==> src/rtl/fifo_send.sv <==
`default_nettype none
// ============================================================================
// Module      : fifo_send
// Description : Write-side burst traffic source for the async FIFO
//               (incrementing or 8-bit LFSR pattern).
// Revision    : 1.0
// ============================================================================
module fifo_send #(
    parameter int DW    = 8,
    parameter int LEN_W = 8,
    parameter int CNT_W = 16
) (
    input  logic             clk_w,
    input  logic             reset,
    input  logic             start,
    input  logic             abort,
    input  logic             mode,
    input  logic [DW-1:0]    seed,
    input  logic [LEN_W-1:0] length,
    input  logic             overflow,
    output logic [DW-1:0]    data_w,
    output logic             wr_en,
    output logic             busy,
    output logic             done,
    output logic [CNT_W-1:0] wr_count
);

    typedef enum logic [1:0] {
        S_IDLE = 2'd0,
        S_SEND = 2'd1,
        S_DONE = 2'd2
    } state_t;

    localparam logic [LEN_W-1:0] c_LEN_ONE = LEN_W'(1);

    state_t             r_state;
    logic               r_mode;
    logic [LEN_W-1:0]   r_remaining;
    logic [7:0]         r_pat;
    logic [CNT_W-1:0]   r_wr_count;

    logic [7:0]         w_seed8;
    logic [7:0]         w_first;
    logic [7:0]         w_next_pat;
    logic               w_wr_en;

    // Pattern is always 8 bits; the data port is a zero-extended view of it.
    generate
        if (DW >= 8) begin : g_wide
            assign w_seed8 = seed[7:0];
            assign data_w  = DW'(r_pat);
        end else begin : g_narrow
            assign w_seed8 = 8'(seed);
            assign data_w  = r_pat[DW-1:0];
        end
    endgenerate

    // An all-zero LFSR state would lock up, so a zero seed starts at 1.
    assign w_first    = (mode && (w_seed8 == 8'h00)) ? 8'h01 : w_seed8;
    assign w_next_pat = r_mode ? {r_pat[6:0], r_pat[7] ^ r_pat[5] ^ r_pat[4] ^ r_pat[3]}
                               : r_pat + 8'd1;

    assign w_wr_en  = (r_state == S_SEND) && !overflow;
    assign wr_en    = w_wr_en;
    assign busy     = (r_state != S_IDLE);
    assign done     = (r_state == S_DONE);
    assign wr_count = r_wr_count;

    always_ff @(posedge clk_w) begin
        if (reset) begin
            r_state     <= S_IDLE;
            r_mode      <= 1'b0;
            r_remaining <= '0;
            r_pat       <= 8'h00;
            r_wr_count  <= '0;
        end else begin
            case (r_state)
                S_IDLE: begin
                    if (start) begin
                        r_mode      <= mode;
                        r_remaining <= length;
                        r_pat       <= w_first;
                        r_state     <= (length == '0) ? S_DONE : S_SEND;
                    end
                end
                S_SEND: begin
                    if (w_wr_en) begin
                        r_pat       <= w_next_pat;
                        r_remaining <= r_remaining - c_LEN_ONE;
                        r_wr_count  <= r_wr_count + CNT_W'(1);
                    end
                    if (abort) begin
                        r_state <= S_IDLE;
                    end else if (w_wr_en && (r_remaining == c_LEN_ONE)) begin
                        r_state <= S_DONE;
                    end
                end
                S_DONE:  r_state <= S_IDLE;
                default: r_state <= S_IDLE;
            endcase
        end
    end

endmodule
`default_nettype wire

==> config.mk <==
export PLATFORM = sky130hd
export DESIGN_NAME = fifo_send
export DESIGN_NICKNAME = d
export VERILOG_FILES = /design/src/rtl/fifo_send.sv
export SDC_FILE = /design/constraint.sdc
export NUM_CORES = 1
export LEC_CHECK = 0
export CELL_PAD_IN_SITES_DETAIL_PLACEMENT = 1
export CELL_PAD_IN_SITES_GLOBAL_PLACEMENT = 1
export CORE_MARGIN = 10
export CORE_UTILIZATION = 39
export DETAILED_ROUTE_END_ITERATION = 6
export PLACE_DENSITY = 0.85
export SYNTH_ARGS = -nofsm -noshare
export SYNTH_HDL_FRONTEND = slang
export SYNTH_SLANG_ARGS = --single-unit
==> constraint.sdc <==
create_clock -name clk_w -period 2.94 [get_ports clk_w]
set_clock_uncertainty 0.05 [all_clocks]
set_input_delay 0.294 -clock clk_w [delete_from_list [all_inputs] [get_ports clk_w]]
set_output_delay 0.294 -clock clk_w [all_outputs]
set_load 0.005 [all_outputs]
* Word level (Yosys, flattened, before mapping)
Index checks and enable logic that the tools add are counted.
** Storage, ports and cells
- Flip-flop bits (word level) :: 35
- Bits in latches :: 0
- RAM bits :: 0
- Bits in read-only memories :: 0
- Input port bits :: 22
- Output and inout port bits :: 27
- Logic and storage cells :: 43
- Memories :: 0
** Operators by class
- Add/subtract/negate cells :: 3
- Multipliers :: 0
- Divide/modulo/power cells :: 0
- Magnitude comparators :: 0
- Equal/unequal tests :: 6
- Shift operators :: 0
- Multiplexer cells :: 13
- Bitwise gates (word level) :: 3
- Reduce and logical (&&, ||, !) cells :: 13
** Operators by type and width (count)
- $mux 8 :: 6
- $pmux 8 s2 :: 2
- $add 16x1->16 const B :: 1
- $logic_not 8->1 :: 2
- $add 8x1->8 const B :: 1
- $eq 8x1->1 const B :: 1
- $mux 2 :: 4
- $sub 8x1->8 const B :: 1
- $reduce_and 2->1 :: 3
- $ne 2x2->1 const B :: 2
- $pmux 2 s2 :: 1
- $reduce_bool 2->1 :: 2
- $logic_and 1x1->1 :: 3
- $ne 3x2->1 const B :: 1
- $reduce_and 3->1 :: 1
- $xor 1x1->1 :: 3
- $eq 2x1->1 const B :: 1
- $eq 2x2->1 const B :: 1
- $logic_not 2->1 :: 1
- $logic_not 1->1 :: 1

* Logic depth before layout (Yosys ltp)
Gate-level depths: netlist (run 1).
- Depth after elaboration :: 6
- Gate-level depth with buffers :: 7
- Depth with buffers taken out :: 6

* Worst setup path before layout (run 1)
No wires, ideal clock.
- Kind :: reg2reg
- Start point :: register r_pat[3], in the netlist data_w[3]
- End point :: register r_pat[7], in the netlist data_w[7]
- Setup time :: 88 ps
- Data arrival time :: 1474 ps
- Required time :: 2802 ps
- Slack :: 1328 ps
- Cell stages (with the launch flop) :: 6
- Buffers on the path :: 1
- Period minus slack after synthesis :: 1612 ps
- Cells stage by stage :: dfxtp_1 buf_6 and4_1 a311oi_1 or4_4 a311oi_2
** On the way
- Word-level cells in the longest chain between the ends :: 4
** RTL lines
- start: declaration :: RTL line 39 : logic [7:0] r_pat;
- start signal: assignment :: RTL line 82 : r_pat <= w_first;
- start signal: assignment :: RTL line 88 : r_pat <= w_next_pat;
- $add 8x1->8 :: RTL line 61 : : r_pat + 8'd1;
- $mux 8 :: RTL line 60 : assign w_next_pat = r_mode ? {r_pat[6:0], r_pat[7] ^ r_pat[5] ^ r_pat[4] ^ r_pat[3]}
- $mux 8 :: RTL line 87 : if (w_wr_en) begin
- $pmux 8 s2 :: RTL line 77 : case (r_state)
No other way between the ends. The select of a mux whose other input is x is not followed.
A chain may end at the register's enable or synchronous reset.

* Final worst setup path (run 1)
- Start point :: register r_state[0]
- End point :: output wr_en
** On the way
- Word-level cells in the longest chain between the ends :: 2
** RTL lines
- start: declaration :: RTL line 36 : state_t r_state;
- start signal: assignment :: RTL line 83 : r_state <= (length == '0) ? S_DONE : S_SEND;
- $eq 2x1->1 :: RTL line 63 : assign w_wr_en = (r_state == S_SEND) && !overflow;
- $logic_and 1x1->1 :: RTL line 63
- end: declaration :: RTL line 22 : output logic wr_en,
No other way between the ends.

==> impl_table.tex, run 1 <==
\begin{tabular}{lr}
\hline
Metric & Value \\
\hline
\multicolumn{2}{l}{\textbf{Outcome}} \\
\quad Status & complete, no violations \\
\multicolumn{2}{l}{\textbf{Final layout}} \\
\quad Synth-to-Final Area Change & 28.1\% \\
\quad Net total in the final layout & 324 \\
\quad Layout cells sized above 1 & 0.0602 \\
\quad Final core utilization & 0.517 \\
\quad Total non-filler cell area in the finished layout & 0.00264 mm2 \\
\quad Diode count & 0 \\
\multicolumn{2}{l}{\textbf{STA}} \\
\quad Max Freq & 472 MHz \\
\quad Final worst path period need & 2.12 ns \\
\quad Worst hold slack after final layout & 0.455 ns \\
\quad Final Hold Violating Endpoints & 0 \\
\quad Sum of negative setup slack & 0 ns \\
\quad Unrepaired setup endpoints after global routing & false \\
\quad Fin. max-slew vios & 0 \\
\quad Share of the clock period used by the worst path & 0.720 \\
\quad Worst max-slew margin expressed relative to the limit & 0.469 \\
\quad Setup violation total in the final timing report & 0 \\
\quad Tightest Pin Transition & 0.797 ns \\
\multicolumn{2}{l}{\textbf{Placement}} \\
\quad RD Place Congestion & 0.818 \\
\quad Post-placement cell area & 0.00256 mm2 \\
\quad Final HPWL from detailed placement & 4.66 mm \\
\quad Port Buffers & 48 \\
\multicolumn{2}{l}{\textbf{Die}} \\
\quad Core area & 0.00511 mm2 \\
\quad Std cell rows & 26 \\
\quad Starting density of the core & 0.404 \\
\quad Die boundary height & 92.7 um \\
\quad Die width & 92.7 um \\
\quad Overall die area & 0.00860 mm2 \\
\quad IO Pins & 49 \\
\multicolumn{2}{l}{\textbf{Critical path}} \\
\quad Class of the most critical setup path & reg2out \\
\quad Minimum setup slack among reg-to-reg paths & 0.88 ns \\
\quad Endpoint of the most critical setup path & wr\_en \\
\quad Crit start category & flip-flop \\
\quad Required time reported for the critical path endpoint & 2.60 ns \\
\quad Worst Path Arrival & 1.77 ns \\
\quad Worst setup path startpoint & r\_state[0] \\
\quad Worst Path Max Fanout & 11 \\
\quad Depth of the most critical reg-to-reg path & 3 \\
\quad Capture point of the worst reg-to-reg path & data\_w[7] \\
\quad Capturing element type of the critical path & output port \\
\quad Start of the worst register-to-register path & r\_state[1] \\
\multicolumn{2}{l}{\textbf{Logic synthesis}} \\
\quad Number of flip-flops and latches in the synthesized netlist & 35 \\
\quad Post-synthesis net count & 283 \\
\quad Number of standard cells after synthesis & 257 \\
\quad Area fraction of the dominant cell type after synthesis & 0.340 \\
\quad Synthesized area per cell & 8.03 um2 \\
\quad Most used standard cells in the synthesized netlist & 35 x dfxtp\_1, 25 x nor2\_1, 24 x nand2\_1 \\
\quad Number of flops mapped to enable cells by yosys & 0 \\
\quad Cell area after synthesis & 0.00206 mm2 \\
\quad Cell taking the most area after synthesis & dfxtp\_1 \\
\quad Unique cell type count in the Yosys netlist & 53 \\
\quad Async set-reset flop share out of synthesis & 0 \\
\quad Share of the yosys chip area belonging to registers & 0.340 \\
\quad Leading post-synthesis cells by cell area & dfxtp\_1 34\%, a21oi\_1 5.3\%, nor2\_1 4.5\% \\
\quad Most common cell in the netlist & dfxtp\_1 \\
\quad Synth Warn \# & 0 \\
\quad Main synth FF type & dfxtp\_1 \\
\multicolumn{2}{l}{\textbf{CTS}} \\
\quad Post-CTS setup repair buffer count & 0 \\
\quad Number of buffers on the longest clock path & 2 \\
\quad CTS tree & yes \\
\quad Clock H-tree levels & 2 \\
\quad Number of hold buffers added after cts & 0 \\
\quad CTS buffer count & 5 \\
\quad Clock insertion delay at the later pin of the skew report & 0.29 ns \\
\quad CTS clk-pin slew, worst paths & 0.07 ns \\
\quad Root cell of the clock tree & clkbuf\_8 \\
\quad Number of gates resized after cts & 0 \\
\quad Sink Count & 35 \\
\multicolumn{2}{l}{\textbf{Drt}} \\
\quad Total iterations of the first detailed-routing run & 4 \\
\quad Routed vias/inst & 5.73 \\
\quad Detailed-route via count & 2115 \\
\quad DRT Wirelength & 6.37 mm \\
\quad Iteration-0 DRC Markers & 67 \\
\quad Number of nets with antenna violations after detailed routing & 0 \\
\quad Routed len/inst & 17.3 um \\
\quad Residual DRC count & 0 \\
\multicolumn{2}{l}{\textbf{Power and ir drop}} \\
\quad Power share of the clock group & 0.306 \\
\quad Lkg Pwr & 0.927 nW \\
\quad Combinational power share & 0.220 \\
\quad Total internal power & 0.000795 W \\
\quad Portion of total power attributed to sequential cells & 0.474 \\
\quad Ratio of total power to cell area & 437 mW/mm2 \\
\quad Switching part of the total & 0.312 \\
\quad Sw Pwr & 0.000360 W \\
\quad Max rail drop VDD & 184 uV \\
\multicolumn{2}{l}{\textbf{GRT}} \\
\quad Wire length of the first global-routing pass & 11.1 mm \\
\quad Total Routing Usage GR & 0.155 \\
\quad Via count of the first global-routing pass & 2236 \\
\quad Pin count of the biggest net entering global routing & 23 \\
\quad Grt ovf & 0 \\
\quad Initial antenna violation count & 0 \\
\multicolumn{2}{l}{\textbf{Hold path}} \\
\quad Class of the worst hold path & reg2reg \\
\multicolumn{2}{l}{\textbf{Flow run}} \\
\quad Total of max-cap violations & 0 \\
\hline
\end{tabular}
cell families (layout without fill, tap and decap cells):
kind of cell	count (synthesis)	after routing	synth area share
AND/OR/NAND/NOR	107	107	0.271
AO/OA/AOI/OAI	68	68	0.218
flip-flops	35	35	0.340
buffers and inverters	25	67	0.0649
XOR/XNOR	12	12	0.0509
multiplexers	6	6	0.0309
adder cells (fa/ha/maj)	4	4	0.0243
worst max-delay path: stages, from the launching register on:
cell	delay [ns]
dfxtp_1	0.49
nor3b_1	0.23
buf_4	0.22
clkdlybuf4s50_1	0.54
layout by cell type, fill, tap and decap left out, types with 5 or more instances in the layout:
cell             count
clkdlybuf4s50_1     48
o21ai_0             11
a311oi_1             5
nor2b_1              7
buf_4                5
nand4_1             11
inv_1                6
xor2_1               8
clkbuf_8             5
nor2_1              25
nand3_1              5
nand2_1             24
a21oi_1             22
nor4_1               6
dfxtp_1             35
nor3_1               6
per-stage QoR:
stage / instances / worst slack, ns / total power, W
floorplan: 257 / 1.33 / 0.000711
global placement: 361 / 0.818 / 0.000801
detailed placement: 361 / 0.727 / 0.000812
CTS: 369 / 0.796 / 0.00117
global route: 369 / 0.696 / 0.00123
finish: 369 / 0.822 / 0.00116
metal layers:
layer	share of wire	track usage
met1	0.44	0.178
met2	0.52	0.275
met3	0.028	0.0339
met4	0.015	0.0604
met5	0	0
power by group through the flow:
stage / combinational, W / clock, W / sequential [W]
3_3_place_gp: 0.000246 / 0 / 0.000555
3_5_place_dp: 0.000254 / 0 / 0.000558
5_1_grt: 0.000284 / 0.000391 / 0.000554
6_report: 0.000254 / 0.000354 / 0.000548
2_1_floorplan: 0.000176 / 0 / 0.000535
4_1_cts: 0.000257 / 0.000362 / 0.000547
state kept, by name, summed over array words and instances (netlist names):
| signal | flops |
|---|---|
| r_state | 2 |
| data_w | 8 |
| r_remaining | 8 |
| wr_count | 16 |
| r_mode | 1 |
worst min path at each step:
stage,startpoint,depth (start not counted),end,slack (ns)
after CTS,r_remaining[1],2,r_remaining[1],0.46
after global placement,r_remaining[5],2,r_remaining[5],0.44
final,r_remaining[1],2,r_remaining[1],0.45
after floorplan,mode,2,r_mode,0.38
after global routing,r_remaining[1],2,r_remaining[1],0.48
after detailed placement,r_remaining[1],2,r_remaining[1],0.45
cell type report:
class,instances,area [um2]
clock buffer,6,72.6
clock inverter,2,12.5
fill,633,2460
inverter,6,22.5
multi-input combinational,197,1230
sequential,35,701
tap,70,87.6
timing repair buffer,53,518
Power figures use the tool's default switching activity.
==> run 2: changes to the inputs <==
--- a/config.mk
+++ b/config.mk
@@ -8,9 +8,9 @@
 export CELL_PAD_IN_SITES_DETAIL_PLACEMENT = 1
 export CELL_PAD_IN_SITES_GLOBAL_PLACEMENT = 1
 export CORE_MARGIN = 10
-export CORE_UTILIZATION = 39
+export CORE_UTILIZATION = 36
 export DETAILED_ROUTE_END_ITERATION = 6
-export PLACE_DENSITY = 0.85
+export PLACE_DENSITY = 0.79
 export SYNTH_ARGS = -nofsm -noshare
 export SYNTH_HDL_FRONTEND = slang
 export SYNTH_SLANG_ARGS = --single-unit
==> constraint.sdc (replaced) <==
create_clock -name clk_w -period 2 [get_ports clk_w]
set_clock_uncertainty 0.05 [all_clocks]
set_input_delay 0.2 -clock clk_w [delete_from_list [all_inputs] [get_ports clk_w]]
set_output_delay 0.2 -clock clk_w [all_outputs]
set_load 0.005 [all_outputs]
==> run 2 against run 1 <==
  * Flip-flop and latch count stayed put
  * Utilization decreased by 2.6 points
  * Hold slack improved by 0.0020 ns
  * Cell count rose by 3.0%
  * Combinational power up 60%
==> impl_table.tex, run 2 (synthesis results as in run 1) <==
\begin{tabular}{lr}
\hline
Metric & Value \\
\hline
\multicolumn{2}{l}{\textbf{Outcome}} \\
\quad Status & complete, no violations \\
\multicolumn{2}{l}{\textbf{STA}} \\
\quad Max Freq & 554 MHz \\
\quad Unrepaired setup endpoints after global routing & false \\
\quad Fin. max-slew vios & 0 \\
\quad Tightest Pin Transition & 0.562 ns \\
\quad Setup slack of the critical path after layout & 0.196 ns \\
\quad Setup violation total in the final timing report & 0 \\
\quad Worst max-slew margin expressed relative to the limit & 0.625 \\
\quad Final worst path period need & 1.80 ns \\
\quad Worst hold slack after final layout & 0.457 ns \\
\quad Share of the clock period used by the worst path & 0.902 \\
\quad Final Hold Violating Endpoints & 0 \\
\multicolumn{2}{l}{\textbf{Die}} \\
\quad Die width & 95.7 um \\
\quad Core area & 0.00554 mm2 \\
\quad Overall die area & 0.00916 mm2 \\
\quad Die boundary height & 95.7 um \\
\quad Starting density of the core & 0.372 \\
\quad IO Pins & 49 \\
\quad Std cell rows & 27 \\
\multicolumn{2}{l}{\textbf{Final layout}} \\
\quad Largest register FFs & 16 \\
\quad Synth-to-Final Area Change & 31.9\% \\
\quad Diode count & 0 \\
\quad Most common cell after layout, fill and taps aside & clkdlybuf4s50\_1 \\
\quad Most frequent cells in the layout & 48 x clkdlybuf4s50\_1, 35 x dfxtp\_1, 25 x nor2\_1, 24 x nand2\_1, 22 x a21oi\_1 \\
\quad Net total in the final layout & 333 \\
\quad Total non-filler cell area in the finished layout & 0.00272 mm2 \\
\quad Final std cells w/o fill & 380 \\
\quad Layout cells sized above 1 & 0.0844 \\
\multicolumn{2}{l}{\textbf{CTS}} \\
\quad Number of gates resized after cts & 0 \\
\quad Sink Count & 35 \\
\quad CTS clk-pin slew, worst paths & 0.07 ns \\
\quad Post-CTS setup repair buffer count & 0 \\
\quad Number of hold buffers added after cts & 0 \\
\quad Clock insertion delay at the later pin of the skew report & 0.28 ns \\
\quad Number of buffers on the longest clock path & 2 \\
\quad Clock H-tree levels & 2 \\
\quad CTS tree & yes \\
\quad Root cell of the clock tree & clkbuf\_8 \\
\quad CTS buffer count & 5 \\
\multicolumn{2}{l}{\textbf{Power and ir drop}} \\
\quad Lkg Pwr & 0.978 nW \\
\quad Ratio of total power to cell area & 627 mW/mm2 \\
\quad Max rail drop VDD & 547 uV \\
\quad Total Power & 0.00171 W \\
\multicolumn{2}{l}{\textbf{Drt}} \\
\quad Residual DRC count & 0 \\
\quad Routed vias/inst & 5.41 \\
\quad Detailed-route via count & 2054 \\
\quad Iteration-0 DRC Markers & 57 \\
\quad Routed len/inst & 16.6 um \\
\quad Number of nets with antenna violations after detailed routing & 0 \\
\quad DRT Wirelength & 6.30 mm \\
\quad Total iterations of the first detailed-routing run & 4 \\
\multicolumn{2}{l}{\textbf{Placement}} \\
\quad Pre-CTS setup slack & -0.0258 ns \\
\quad Final HPWL from detailed placement & 4.66 mm \\
\quad Post-placement cell area & 0.00264 mm2 \\
\quad Count of placed standard cells including taps & 372 \\
\quad RD Place Congestion & 0.870 \\
\quad Port Buffers & 48 \\
\multicolumn{2}{l}{\textbf{Critical path}} \\
\quad Crit start category & flip-flop \\
\quad Buffering stage count on the worst path with inverters included & 2 \\
\quad Worst Path Max Fanout & 11 \\
\quad Required time reported for the critical path endpoint & 1.75 ns \\
\quad Delay of the slowest cell on the worst path & 0.54 ns \\
\quad Critical-path cell list & nor3b\_1, buf\_4, clkdlybuf4s50\_1 \\
\quad Worst Path Arrival & 1.55 ns \\
\quad Critical-path top delay cell & clkdlybuf4s50\_1 \\
\quad Dominant delay contributor by cell family on the critical path & buffers and inverters \\
\quad Capturing element type of the critical path & output port \\
\quad Class of the most critical setup path & reg2out \\
\multicolumn{2}{l}{\textbf{Hold path}} \\
\quad Class of the worst hold path & reg2reg \\
\multicolumn{2}{l}{\textbf{GRT}} \\
\quad Pin count of the biggest net entering global routing & 40 \\
\quad Grt ovf & 0 \\
\quad Via count of the first global-routing pass & 2170 \\
\quad Initial antenna violation count & 0 \\
\quad Wire length of the first global-routing pass & 10.4 mm \\
\quad Total Routing Usage GR & 0.140 \\
\multicolumn{2}{l}{\textbf{Flow run}} \\
\quad Total of max-cap violations & 0 \\
\hline
\end{tabular}
run 2: stage by stage:
step	setup TNS (ns)	util
final	0	0.491
after global routing	0	0.491
after CTS	0	0.491
after detailed placement	-0.0418	0.477
after global placement	0	0.477
after floorplan	0	-
run 2: path summary, 6_finish.rpt:
check	startpoint	end	slack, ns	cells past startpoint
worst min register to register	r_remaining[1]	r_remaining[1]	0.46	2
worst min-delay path	r_remaining[1]	r_remaining[1]	0.46	2
worst max register to register	data_w[0]	data_w[7]	0.20	4
worst max-delay path	r_state[0]	wr_en	0.20	3
run 2: final cells by class:
type | instances | area (um2)
Clock buffer | 7 | 76.3
Clock inverter | 1 | 5.00
Fill cell | 697 | 2820
Inverter | 6 | 22.5
Multi-Input combinational cell | 197 | 1230
Sequential cell | 35 | 701
Tap cell | 72 | 90.1
Timing Repair Buffer | 62 | 598
run 2: power breakdown:
part	total [W]	internal [W]	switching [W]	leakage, nW
sequential	0.000794	0.000736	0.0000577	0.286
clock	0.000505	0.000245	0.000260	0.0422
combinational	0.000407	0.000208	0.000199	0.650
run 2: worst min-delay path: stages, from the launching register on:
cell,delay [ns]
dfxtp_1,0.35
nand2_1,0.07
a21oi_1,0.05
run 2: layer usage:
metal,vias to the layer above,routed length [um],global-route usage
met2,27,3160,0.252
met5,-,0,0
met4,0,54,0.0369
met1,990,2840,0.163
li1,1035,-,-
met3,2,244,0.0335
